### config.mk
export PLATFORM = sky130hd
export DESIGN_NAME = serial_sub
export DESIGN_NICKNAME = d
export VERILOG_FILES = /design/src/rtl/serial_sub_pkg.sv /design/src/rtl/serial_sub_subbit.sv /design/src/rtl/serial_sub.sv
export SDC_FILE = /design/constraint.sdc
export NUM_CORES = 1
export LEC_CHECK = 0
export CAP_MARGIN = 10
export CORE_ASPECT_RATIO = 0.5
export CORE_MARGIN = 4
export CORE_UTILIZATION = 50
export CTS_CLUSTER_DIAMETER = 60
export CTS_CLUSTER_SIZE = 10
export DETAILED_ROUTE_END_ITERATION = 16
export DONT_BUFFER_PORTS = 1
export GPL_TIMING_DRIVEN = 0
export PLACE_DENSITY = 0.75
export SLEW_MARGIN = 20
export SYNTH_ARGS = -nofsm -noshare
export SYNTH_HDL_FRONTEND = slang
export SYNTH_SLANG_ARGS = --single-unit
### constraint.sdc
create_clock -name clk -period 1.9 [get_ports clk]
set_clock_uncertainty 0.05 [all_clocks]
set_input_delay 0.38 -clock clk [delete_from_list [all_inputs] [get_ports clk]]
set_output_delay 0.38 -clock clk [all_outputs]
set_load 0.02 [all_outputs]
### src/rtl/serial_sub_pkg.sv
// rtl/serial_sub_pkg.sv - shared FSM encodings and helpers for sequential arithmetic blocks
package serial_sub_pkg;

  // Common state encoding for the bit-serial arithmetic family
  typedef enum logic [1:0] {
    IDLE = 2'd0,
    RUN  = 2'd1,
    DONE = 2'd2
  } state_t;

  // Bit counter width: enough to count 0..w-1, never less than one bit
  function automatic int cnt_width(input int w);
    int c;
    c = $clog2(w);
    return (c < 1) ? 1 : c;
  endfunction

endpackage

### src/rtl/serial_sub_subbit.sv
// rtl/serial_sub_subbit.sv - one-bit full subtractor cell
module subbit (
  input  logic b,
  input  logic x,
  input  logic y,
  output logic d,
  output logic bnext
);

  // Difference and borrow-out of x - y - b
  always_comb begin
    d     = x ^ y ^ b;
    bnext = (~x & y) | (~(x ^ y) & b);
  end

endmodule

### src/rtl/serial_sub.sv
// rtl/serial_sub.sv - bit-serial n-bit subtractor, LSB first, one bit per clock
module serial_sub
  import serial_sub_pkg::*;
#(
  parameter int n = 8
) (
  input  logic         clk,
  input  logic         rst,
  input  logic         start,
  input  logic         borrowin,
  input  logic [n-1:0] Xin,
  input  logic [n-1:0] Yin,
  output logic [n-1:0] D,
  output logic         borrowout,
  output logic         overflow,
  output logic         busy,
  output logic         done
);

  localparam int CW = cnt_width(n);

  state_t          state_q, state_d;
  logic [CW-1:0]   cnt_q;
  logic [n-1:0]    x_q;       // minuend bits, refilled from the top with difference bits
  logic [n-1:0]    y_q;       // subtrahend bits, shifted right each RUN cycle
  logic            b_q;       // running borrow into the current bit
  logic [n-1:0]    d_q;
  logic            bo_q;
  logic            ov_q;

  logic            diff_bit;
  logic            borrow_next;
  logic            last_bit;

  subbit u_subbit (
    .b     (b_q),
    .x     (x_q[0]),
    .y     (y_q[0]),
    .d     (diff_bit),
    .bnext (borrow_next)
  );

  assign last_bit  = (cnt_q == CW'(n - 1));
  assign D         = d_q;
  assign borrowout = bo_q;
  assign overflow  = ov_q;

  // State register
  always_ff @(posedge clk or posedge rst) begin
    if (rst) begin
      state_q <= IDLE;
    end else begin
      state_q <= state_d;
    end
  end

  // Next-state logic; start is only honoured from IDLE or DONE
  always_comb begin
    state_d = state_q;
    case (state_q)
      IDLE:    if (start) state_d = RUN;
      RUN:     if (last_bit) state_d = DONE;
      DONE:    state_d = start ? RUN : IDLE;
      default: state_d = IDLE;
    endcase
  end

  // Status outputs decoded from the current state
  always_comb begin
    busy = 1'b0;
    done = 1'b0;
    case (state_q)
      RUN:     busy = 1'b1;
      DONE:    done = 1'b1;
      default: ;
    endcase
  end

  // Operand latch, serial datapath and result capture on the final bit
  always_ff @(posedge clk or posedge rst) begin
    if (rst) begin
      x_q   <= '0;
      y_q   <= '0;
      b_q   <= 1'b0;
      cnt_q <= '0;
      d_q   <= '0;
      bo_q  <= 1'b0;
      ov_q  <= 1'b0;
    end else begin
      case (state_q)
        IDLE, DONE: begin
          if (start) begin
            x_q   <= Xin;
            y_q   <= Yin;
            b_q   <= borrowin;
            cnt_q <= '0;
          end
        end
        RUN: begin
          x_q   <= {diff_bit, x_q[n-1:1]};
          y_q   <= {1'b0, y_q[n-1:1]};
          b_q   <= borrow_next;
          cnt_q <= cnt_q + CW'(1);
          if (last_bit) begin
            // b_q here is the borrow into the MSB, so XOR with its borrow-out gives signed overflow
            d_q  <= {diff_bit, x_q[n-1:1]};
            bo_q <= borrow_next;
            ov_q <= b_q ^ borrow_next;
          end
        end
        default: ;
      endcase
    end
  end

endmodule
# After elaboration in Yosys (flattened, before gate mapping)
# Index checks and enable logic that the tools add are counted.
dict set report totals {
  memories 0
  ff_bits 32
  latch_bits 0
  out_inout_bits 12
  mem_bits_ro 0
  mem_bits_rw 0
  wordCells 43
}
dict set report op_classes {
  div 0
  bitwise_logic 8
  n_lt_le_gt_ge 0
  mul 0
  n_mux 14
  eq_ne 6
  addsub 1
  shifts 0
  reduce_logical 6
}
# operator count
set ops {}
lappend ops {{$pmux 8 s2} 2}
lappend ops {{$mux 8} 2}
lappend ops {{$ne 2x2->1 const B} 3}
lappend ops {{$pmux 2 s3} 1}
lappend ops {{$pmux 3 s2} 1}
lappend ops {{$reduce_and 2->1} 3}
lappend ops {{$mux 1} 4}
lappend ops {{$mux 2} 2}
lappend ops {{$add 3x1->3 const B} 1}
lappend ops {{$eq 3x3->1 const B} 1}
lappend ops {{$mux 3} 1}
lappend ops {{$xor 1x1->1} 3}
lappend ops {{$and 1x1->1} 2}
lappend ops {{$eq 2x1->1 const B} 1}
lappend ops {{$eq 2x2->1 const B} 1}
lappend ops {{$logic_not 2->1} 1}
lappend ops {{$not 1->1} 2}
lappend ops {{$pmux 1 s2} 1}
lappend ops {{$reduce_bool 2->1} 1}
lappend ops {{$reduce_or 2->1} 1}
lappend ops {{$or 1x1->1} 1}

# Logic depth before layout (Yosys ltp)
# Gate-level depths: netlist of the first run.
dict set report depth {
  word_depth 5
  ltp_mapped 6
}

# Modules after synthesis
# From an unflattened synthesis of the first run, not the netlist that was laid out.
dict set report unflattened {
  hier_cells 129
  hier_area_um2 1527.7
}
# mod cells_each n_inst area_per_inst_um2
set modules_own_cells {}
lappend modules_own_cells {serial_sub 125 1 1496.4}
lappend modules_own_cells {subbit 4 1 31.3}

# Least setup slack after synthesis of the first run
# Ideal clock, no wire load.
dict set report synth_timing {
  kind {reg-to-reg}
  from {reg cnt_q[0]}
  to {reg d_q[2], in the netlist D[2]}
  synth_period_minus_slack_ns 1.572
  path_stages_with_launch 6
  arrival_time_ns 1.394
  path_buffers 1
  setup_time_ns 0.128
  path_slack_ns 0.328
  cell_sequence {dfrtp_1 ha_1 ha_1 nand3b_4 buf_2 mux2_1}
}
dict set report synth_between {
  elab_chain_len 2
}
# element line
set synth_lines {}
lappend synth_lines {{start, declared} serial_sub.sv:23} ;# logic [CW-1:0] cnt_q;
lappend synth_lines {{start signal, assigned} serial_sub.sv:103} ;# cnt_q <= cnt_q + CW'(1);
lappend synth_lines {{$eq 3x3->1} serial_sub.sv:43} ;# assign last_bit = (cnt_q == CW'(n - 1));
lappend synth_lines {{$reduce_and 2->1 (no line)} -}
lappend synth_lines {{end signal, assigned} serial_sub.sv:106} ;# d_q <= {diff_bit, x_q[n-1:1]};
lappend synth_lines {{end, declared} serial_sub.sv:27} ;# logic [n-1:0] d_q;
# Every way passes these cells.
# A chain may end at the register's enable or synchronous reset.

# Worst setup path after layout of the first run
dict set report layout_timing {
  from {reg state_q[1]}
  to {out done}
}
dict set report layout_between {
  elab_chain_len 2
}
# element line
set layout_lines {}
lappend layout_lines {{start, declared} serial_sub.sv:22} ;# state_t state_q, state_d;
lappend layout_lines {{start signal, assigned} serial_sub.sv:53} ;# state_q <= state_d;
lappend layout_lines {{$eq 2x2->1} serial_sub.sv:72} ;# case (state_q)
lappend layout_lines {{$mux 1} serial_sub.sv:72}
lappend layout_lines {{end, declared} serial_sub.sv:17} ;# output logic done
# Every way passes these cells.

==> results.toml, run 1 <==
[cts]
cts_setup_buffers = 0
ctsLongestPathBuffers = 2
root_buffer = "clkbuf_8"
htree_num_levels = 2
clk_latency_ns = 0.29
cts_inserted_buffers = 5
clkTransAtPathRegs_ns = 0.06
numClockSinks = 32
cts_tree = "done"

[worst_setup_path]
required_ns = 1.47
r2r_cells = 5
critPathArrivalTime_ns = 1.36
rrSetupSlack_ns = 0.23
crit_slowest_cell = "dfrtp_1"
cp_cell_sequence = "buf_6 > buf_2 > nor2b_2"
max_stage_delay_ns = 0.34
r2r-start = "cnt_q[0]$_DFFE_PP0P_"
cp_max_fo = 10
r2r_end = "D[6]$_DFFE_PP0P_"
endpoint_kind = "output pin"
crit_type = "reg -> out"
critPathLaunchType = "register"

[yosys]
synth_cell_types = 27
syn_inst = 139
synth_nets = 162
yosys.area_share.simple = 0.123
synth-seq-cells = 32
synth_xor_area_frac = 0.0113
seq_area_frac_synth = 0.516
synth-edff-count = 0
synth_top_family_by_area = "compound AO/OA/AOI/OAI gates"
synthAdderAreaFrac = 0.0290
synth_flop_cell = "dfrtp_1"
async_flop_share = 1.00
synth-compound-area-share = 0.140
syn_area_sq_mm = 0.00155
ys_warn_count = 0
syn_area_per_cell_sq_um = 11.2
synth.area.mux_share = 0.136

[pwr]
power_leakage_nw = 0.708
power.density_mw_per_mm2 = 1750
peakVddDrop_v = 0.000772

[drt]
dr.pass1.iters = 4
vias = 1078
drt_iter0_markers = 36
drc = 0
avgViaCountPerCell = 5.86
wl_per_cell_um = 16.6
routed_wl_um = 3060
ant_nets = 0

[timing]
rsz0062_at_grt = "no"
finalMaxSlewViolations = 0
slew_headroom = 0.567
fmax_mhz = 558
tns_ns = 0
hold_viol_final = 0
post-route-period-util = 0.944
max_slew.worst_pin.slew_ns = 0.648
final-setup-viol-count = 0
period_minus_slack_ns = 1.79

[floorplan]
dieWidth_um = 86.8
die_h_um = 47.4
num_rows = 13
start_util = 0.558
dieArea_sq_mm = 0.00412
core_area_sq_mm = 0.00278
ios = 32

[global_route]
grt_pass1_wl_um = 5180
grt_pass1_vias = 1142
gr-usage-all-layers = 0.177
grt-ovfl-total = 0
antenna_found_initial = 0
grt_max_degree = 33

[cells_and_area]
drive_gt1_frac = 0.143
final_core_util = 0.608
fill_cells = 235
final_nets = 169
syn_to_final_growth_pct = 8.94
antennaDiodeCount = 0

[place]
gp_congestion = 0.751
port_buffers = 0
hpwlAfterDp_um = 2200

[min_path]
hold_class = "in -> async"

[outcome]
outcome = "finished, final reports clean"

[run]
cap_violations = 0
==> placed cells by master (no fill, tap or decap), drive strengths merged, types with 7 or more instances in the layout <==
master,Yosys,layout
a211oi,11,11
a21oi,12,12
buf,7,7
clkbuf,1,9
dfrtp,32,32
mux2,9,9
mux2i,11,11
nor2,7,7
nor2b,13,13
==> registers in the layout, indices dropped and copies added (netlist names) <==
name / count
state_q: 2
overflow: 1
b_q: 1
borrowout: 1
D: 8
y_q: 8
x_q: 8
cnt_q: 3
==> where the power goes <==
group | switching (mW) | internal, mW
Sequential | 0.385 | 1.02
Clock | 0.237 | 0.295
Combinational | 0.529 | 0.497
==> per-stage QoR <==
stage | setup WS, ns | hold slack, ns | cell area, sq um | power (mW) | instances
finish | 0.107 | 0.00952 | 1690 | 2.97 | 184
global route | 0.0455 | 0.0682 | 1690 | 3.21 | 184
CTS | 0.0120 | 0.0344 | 1690 | 3.00 | 184
detailed placement | 0.225 | 0.347 | 1600 | 2.45 | 176
global placement | 0.236 | 0.438 | 1600 | 2.40 | 176
floorplan | 0.328 | 0.420 | 1550 | 2.21 | 139
==> layout make-up <==
type	instances	area [sq um]	area share
sequential	32	801	0.473
multi-input combinational	94	686	0.405
clock buffer	8	90.1	0.0533
buffer	8	50.0	0.0296
tap	37	46.3	0.0274
inverter	5	18.8	0.0111
==> how the worst max path moves through the flow <==
stage | startpoint | to | slack [ns] | cells after the start
2_1_floorplan | cnt_q[0]$_DFFE_PP0P_ | D[2]$_DFFE_PP0P_ | 0.33 | 5
3_3_place_gp | cnt_q[0]$_DFFE_PP0P_ | D[3]$_DFFE_PP0P_ | 0.24 | 5
6_report | state_q[1]$_DFFE_PP0P_ | done | 0.11 | 3
4_1_cts | state_q[1]$_DFFE_PP0P_ | done | 0.01 | 3
3_5_place_dp | cnt_q[0]$_DFFE_PP0P_ | D[6]$_DFFE_PP0P_ | 0.23 | 5
5_1_grt | state_q[1]$_DFFE_PP0P_ | done | 0.05 | 3
==> cell families (layout without fill, tap and decap cells) <==
| kind of cell | count (synthesis) | after routing |
|---|---|---|
| multiplexers | 20 | 20 |
| AO/OA/AOI/OAI | 35 | 35 |
| AND/OR/NAND/NOR | 34 | 34 |
| adder cells (fa/ha/maj) | 3 | 3 |
| XOR/XNOR | 2 | 2 |
| flip-flops | 32 | 32 |
| buffers and inverters | 13 | 21 |
==> synthesized netlist by cell type (2+ instances only) <==
cell type,number,area (sq um)
o21ai_0,5,25.0
nand2_1,4,15.0
dfrtp_1,32,801
buf_2,4,20.0
o22ai_1,4,25.0
nor3_1,4,20.0
inv_1,4,15.0
nor2_1,7,26.3
a21oi_1,12,60.1
buf_4,2,15.0
mux2i_1,11,110
a22o_1,2,17.5
nand2b_1,3,18.8
mux2_2,4,45.0
ha_1,2,25.0
nor2b_1,13,81.3
mux2_1,5,56.3
a211oi_1,11,82.6
nand3_1,2,10.0
==> layer usage <==
metal	global-route usage	vias to the layer above	part of all wire
met4	0.115	0	0.025
met2	0.278	32	0.44
li1	-	512	-
met5	0	-	0
met3	0.0806	6	0.093
met1	0.203	528	0.44
==> repair_timing <==
item / 4_1_cts / 5_1_grt
endpoints found under the setup margin: 0 / 1
hold buffers: 0 / 0
resized for setup: 0 / 1
==> worst max-delay path: cells and delay by family (launching register included) <==
family        cells  cell delay [ns]
flops             1             0.34
simple gates      1             0.32
buf+inv           2             0.41
(Power assumes the default switching activity.)
==> run 2, diff against run 1 <==
CAP_MARGIN = 0   (was 10)
CORE_MARGIN = 2   (was 4)
SLEW_MARGIN = default   (was 20)
==> run 2 against run 1 <==
Largest cell class unchanged. Sequential power is essentially flat. Non-clock buffer count grew 2. Hold slack gained 0.16 ns. Combinational power is essentially flat. Critical path type unchanged.
==> results.toml, run 2 (synthesis results as in run 1) <==
[cts]
cts_tree = "done"
clk_latency_ns = 0.29
cts_setup_buffers = 0
clkTransAtPathRegs_ns = 0.07
ctsLongestPathBuffers = 2
root_buffer = "clkbuf_8"
cts_inserted_buffers = 5
htree_num_levels = 2
numClockSinks = 32

[timing]
slew_headroom = 0.543
max_slew.worst_pin.slew_ns = 0.682
finalMaxSlewViolations = 0
tns_ns = 0
final-setup-viol-count = 0
period_minus_slack_ns = 1.81
fmax_mhz = 553
post-route-period-util = 0.951
hold_viol_final = 0
rsz0062_at_grt = "no"

[floorplan]
dieWidth_um = 82.8
core_area_sq_mm = 0.00298
ios = 32
num_rows = 14
die_h_um = 43.4
start_util = 0.521
dieArea_sq_mm = 0.00359

[worst_setup_path]
cp-startpoint = "state_q[1]$_DFFE_PP0P_"
cp_max_fo = 10
endpoint = "done"
required_ns = 1.47
rrSetupSlack_ns = 0.17
r2r-start = "cnt_q[0]$_DFFE_PP0P_"
crit_type = "reg -> out"
critPathArrivalTime_ns = 1.38
r2r_end = "D[4]$_DFFE_PP0P_"
critPathLaunchType = "register"
endpoint_kind = "output pin"
r2r_cells = 5

[pwr]
power_leakage_nw = 0.731
p_total_mw = 3.11
peakVddDrop_v = 0.000804
power.density_mw_per_mm2 = 1770

[cells_and_area]
final_cell_mix = "dfrtp_1 (32), nor2b_1 (12), a21oi_1 (12)"
layout.cells.most_common = "dfrtp_1"
multi_input_area_sq_um = 686
drive_gt1_frac = 0.154
final_nets = 171
final_cell_area_sq_mm = 0.00175
final_core_util = 0.589
regArea_sq_um = 801
syn_to_final_growth_pct = 13.0
fill_cells = 245
antennaDiodeCount = 0

[place]
hpwlAfterDp_um = 2170
port_buffers = 0
dpl_cell_area_sq_mm = 0.00160
gp_congestion = 0.792

[global_route]
grt_pass1_wl_um = 5090
grt_max_degree = 33
gr-usage-all-layers = 0.190
grt_pass1_vias = 1034
grt-ovfl-total = 0
antenna_found_initial = 0

[min_path]
hold_class = "in -> reg"

[drt]
dr.pass1.iters = 4
wl_per_cell_um = 16.9
vias = 1071
ant_nets = 0
routed_wl_um = 3190
drt_iter0_markers = 55
drc = 0
avgViaCountPerCell = 5.67

[run]
cap_violations = 0

[outcome]
outcome = "finished, final reports clean"
## run 2: cell count changes in the layout (fill, tap and decap cells not counted)
cell           change
clkinvlp_4         +1
clkbuf_1           -2
bufinv_16          +1
dlygate4sd3_1      +1
clkinv_2           +1
inv_2              -1
buf_16             +1
clkinv_1           +1
clkbuf_8           -1
## run 2: worst max-delay path, cell delays in order, from the launching register on
cell	delay [ns]
dfrtp_1	0.34
buf_6	0.14
buf_2	0.28
nor2b_2	0.33
## run 2: metrics by stage
step	worst slack (ns)	cells	hold WS, ns
floorplan	0.328	139	0.420
global placement	0.225	179	0.438
detailed placement	0.168	179	0.446
CTS	0.00264	187	0.170
global route	0.0420	189	0.178
finish	0.0923	189	0.173
## run 2: cell type report
class	count	share of cell area
plain buffers	8	0.0285
clock buffers	5	0.0392
clock inverters	3	0.0243
inverters	5	0.0107
multi-input cells	94	0.391
flip-flops and latches	32	0.456
well taps	40	0.0285
repair buffers	2	0.0214
## run 2: how the worst min path moves through the flow
stage	slack, ns	depth (start not counted)	startpoint	to
6_report	0.17	2	Xin[7]	x_q[7]$_DFFE_PP0P_
5_1_grt	0.18	2	Xin[7]	x_q[7]$_DFFE_PP0P_
4_1_cts	0.17	2	Xin[7]	x_q[7]$_DFFE_PP0P_
3_5_place_dp	0.45	1	cnt_q[1]$_DFFE_PP0P_	cnt_q[1]$_DFFE_PP0P_
3_3_place_gp	0.44	1	cnt_q[1]$_DFFE_PP0P_	cnt_q[1]$_DFFE_PP0P_
2_1_floorplan	0.42	1	cnt_q[1]$_DFFE_PP0P_	cnt_q[1]$_DFFE_PP0P_
## run 2: where the power goes
| group | switching [mW] | internal [mW] |
|---|---|---|
| clock network | 0.267 | 0.388 |
| registers | 0.391 | 1.02 |
| logic | 0.537 | 0.506 |
| total | 1.19 | 1.91 |
## run 2: what timing repair did
item / in CTS / in global routing
hold buffers: 0 / 1
setup endpoints to repair: 0 / 1
resized for setup: 0 / 1
hold endpoints to repair: 0 / 16
## run 2: layer usage
layer	global-route usage	vias up	part of all wire
met3	0.0819	4	0.084
met5	0	-	0
met2	0.295	28	0.46
li1	-	512	-
met1	0.233	527	0.44
met4	0.0984	0	0.017
==> run 3, diff against run 2 <==
CORE_UTILIZATION = 30   (was 50)
PLACE_DENSITY = 0.54   (was 0.75)
SLEW_MARGIN = 20   (was default)
==> run 3 against run 2 <==
Global-route usage is 7.1 points lower. Hold slack worse by 0.15 ns. Critical endpoint unchanged. Via count is 3.5% lower. Utilization is 24 points lower. Highest routed layer unchanged. Critical path type unchanged. Sequential power hardly changed.
==> results.toml, run 3 (synthesis results as in run 1) <==
[outcome]
outcome = "finished, final reports clean"

[timing]
post-route-period-util = 0.943
hold_viol_final = 0
slew_headroom = 0.545
max_slew.worst_pin.slew_ns = 0.682
setup_ws_ns = 0.108
period_minus_slack_ns = 1.79
final-setup-viol-count = 0
rsz0062_at_grt = "no"
finalMaxSlewViolations = 0
tns_ns = 0
fmax_mhz = 558

[drt]
dr.pass1.iters = 4
vias = 1033
drc = 0
drt_iter0_markers = 46
ant_nets = 0
routed_wl_um = 3250
wl_per_cell_um = 15.1
avgViaCountPerCell = 4.78

[min_path]
hold_class = "in -> async"

[cells_and_area]
drive_gt1_frac = 0.151
stdcell_count = 216
final_nets = 169
fill_cells = 509
syn_to_final_growth_pct = 12.0
final_cell_mix = "dfrtp_1 (32), nor2b_1 (12), a21oi_1 (12)"
layout.cells.most_common = "dfrtp_1"
final_core_util = 0.351
antennaDiodeCount = 0

[floorplan]
core_area_sq_mm = 0.00495
num_rows = 18
ios = 32
start_util = 0.313
dieWidth_um = 106
die_h_um = 54.9
dieArea_sq_mm = 0.00580

[worst_setup_path]
critPathLaunchType = "register"
cp_top_family = "buffers and inverters"
timing.critical_path.buf_inv = 2
cp_cell_sequence = "buf_6 > buf_2 > nor2b_2"
required_ns = 1.47
cp-startpoint = "state_q[1]$_DFFE_PP0P_"
crit_type = "reg -> out"
r2r_cells = 5
endpoint_kind = "output pin"
cp_max_fo = 10
critPathArrivalTime_ns = 1.36
r2r-start = "cnt_q[0]$_DFFE_PP0P_"
r2r_end = "D[5]$_DFFE_PP0P_"
rrSetupSlack_ns = 0.21
max_stage_delay_ns = 0.34
crit_slowest_cell = "dfrtp_1"

[global_route]
grt_pass1_vias = 988
gr-usage-all-layers = 0.120
antenna_found_initial = 0
grt_pass1_wl_um = 5200
grt_max_degree = 33
grt-ovfl-total = 0

[cts]
cts_tree = "done"
root_buffer = "clkbuf_8"
ctsHoldBuffers = 0
cts_setup_buffers = 0
clkTransAtPathRegs_ns = 0.07
cts-resized-gates = 1
cts_inserted_buffers = 5
clk_latency_ns = 0.28
htree_num_levels = 2
ctsLongestPathBuffers = 2
numClockSinks = 32

[place]
gp_congestion = 0.728
port_buffers = 0
hpwlAfterDp_um = 2290
dp.cells = 209
pre_cts_ws_ns = 0.196

[pwr]
power_leakage_nw = 0.713
power.density_mw_per_mm2 = 1730
peakVddDrop_v = 0.000351

[run]
cap_violations = 0
[run 3: cell count changes in the layout (fill, tap and decap cells not counted), sizes merged]
| cell | previous run | this run |
|---|---|---|
| buf | 8 | 7 |
| bufinv | 1 | 0 |
| clkbuf | 6 | 8 |
| clkinv | 2 | 0 |
| clkinvlp | 1 | 0 |
| dlygate4sd3 | 1 | 0 |
| inv | 4 | 5 |
[run 3: worst max path at each step]
stage | slack, ns | end | depth (start not counted)
4_1_cts | 0.08 | done | 3
3_5_place_dp | 0.20 | D[5]$_DFFE_PP0P_ | 5
5_1_grt | 0.05 | done | 3
2_1_floorplan | 0.33 | D[2]$_DFFE_PP0P_ | 5
3_3_place_gp | 0.22 | D[6]$_DFFE_PP0P_ | 5
6_report | 0.11 | done | 3
[run 3: final cells by class]
cell class	count	area, sq um	share of cell area
well taps	70	87.6	0.0504
plain buffers	8	50.0	0.0288
clock buffers	7	96.3	0.0554
flip-flops and latches	32	801	0.460
inverters	5	18.8	0.0108
multi-input cells	94	686	0.394
[run 3: worst reg2reg max path, delay by kind of cell (launching register included)]
family	cells	cell delay (ns)
buffers and inverters	1	0.23
and+or+nand+nor	1	0.11
muxes	1	0.34
DFF	1	0.41
adders and majority gates	2	0.43
[run 3: per-layer routing]
layer | vias to the layer above | global-route usage | wire length (um)
met4 | 0 | 0.0329 | 22
met3 | 4 | 0.0571 | 238
met1 | 501 | 0.153 | 1550
met5 | - | 0 | 0
met2 | 20 | 0.183 | 1440
li1 | 508 | - | -
[run 3: stage by stage]
step                hold slack, ns  total power, mW  cell area [sq um]
floorplan                    0.420             2.21               1550
global placement             0.439             2.43               1640
detailed placement           0.363             2.47               1640
CTS                         0.0603             3.04               1740
global route                0.0702             3.25               1740
finish                      0.0251             3.00               1740
[run 3: where the power goes]
group          switching, mW  internal, mW
clock                  0.247         0.323
sequential             0.393          1.02
combinational          0.518         0.500
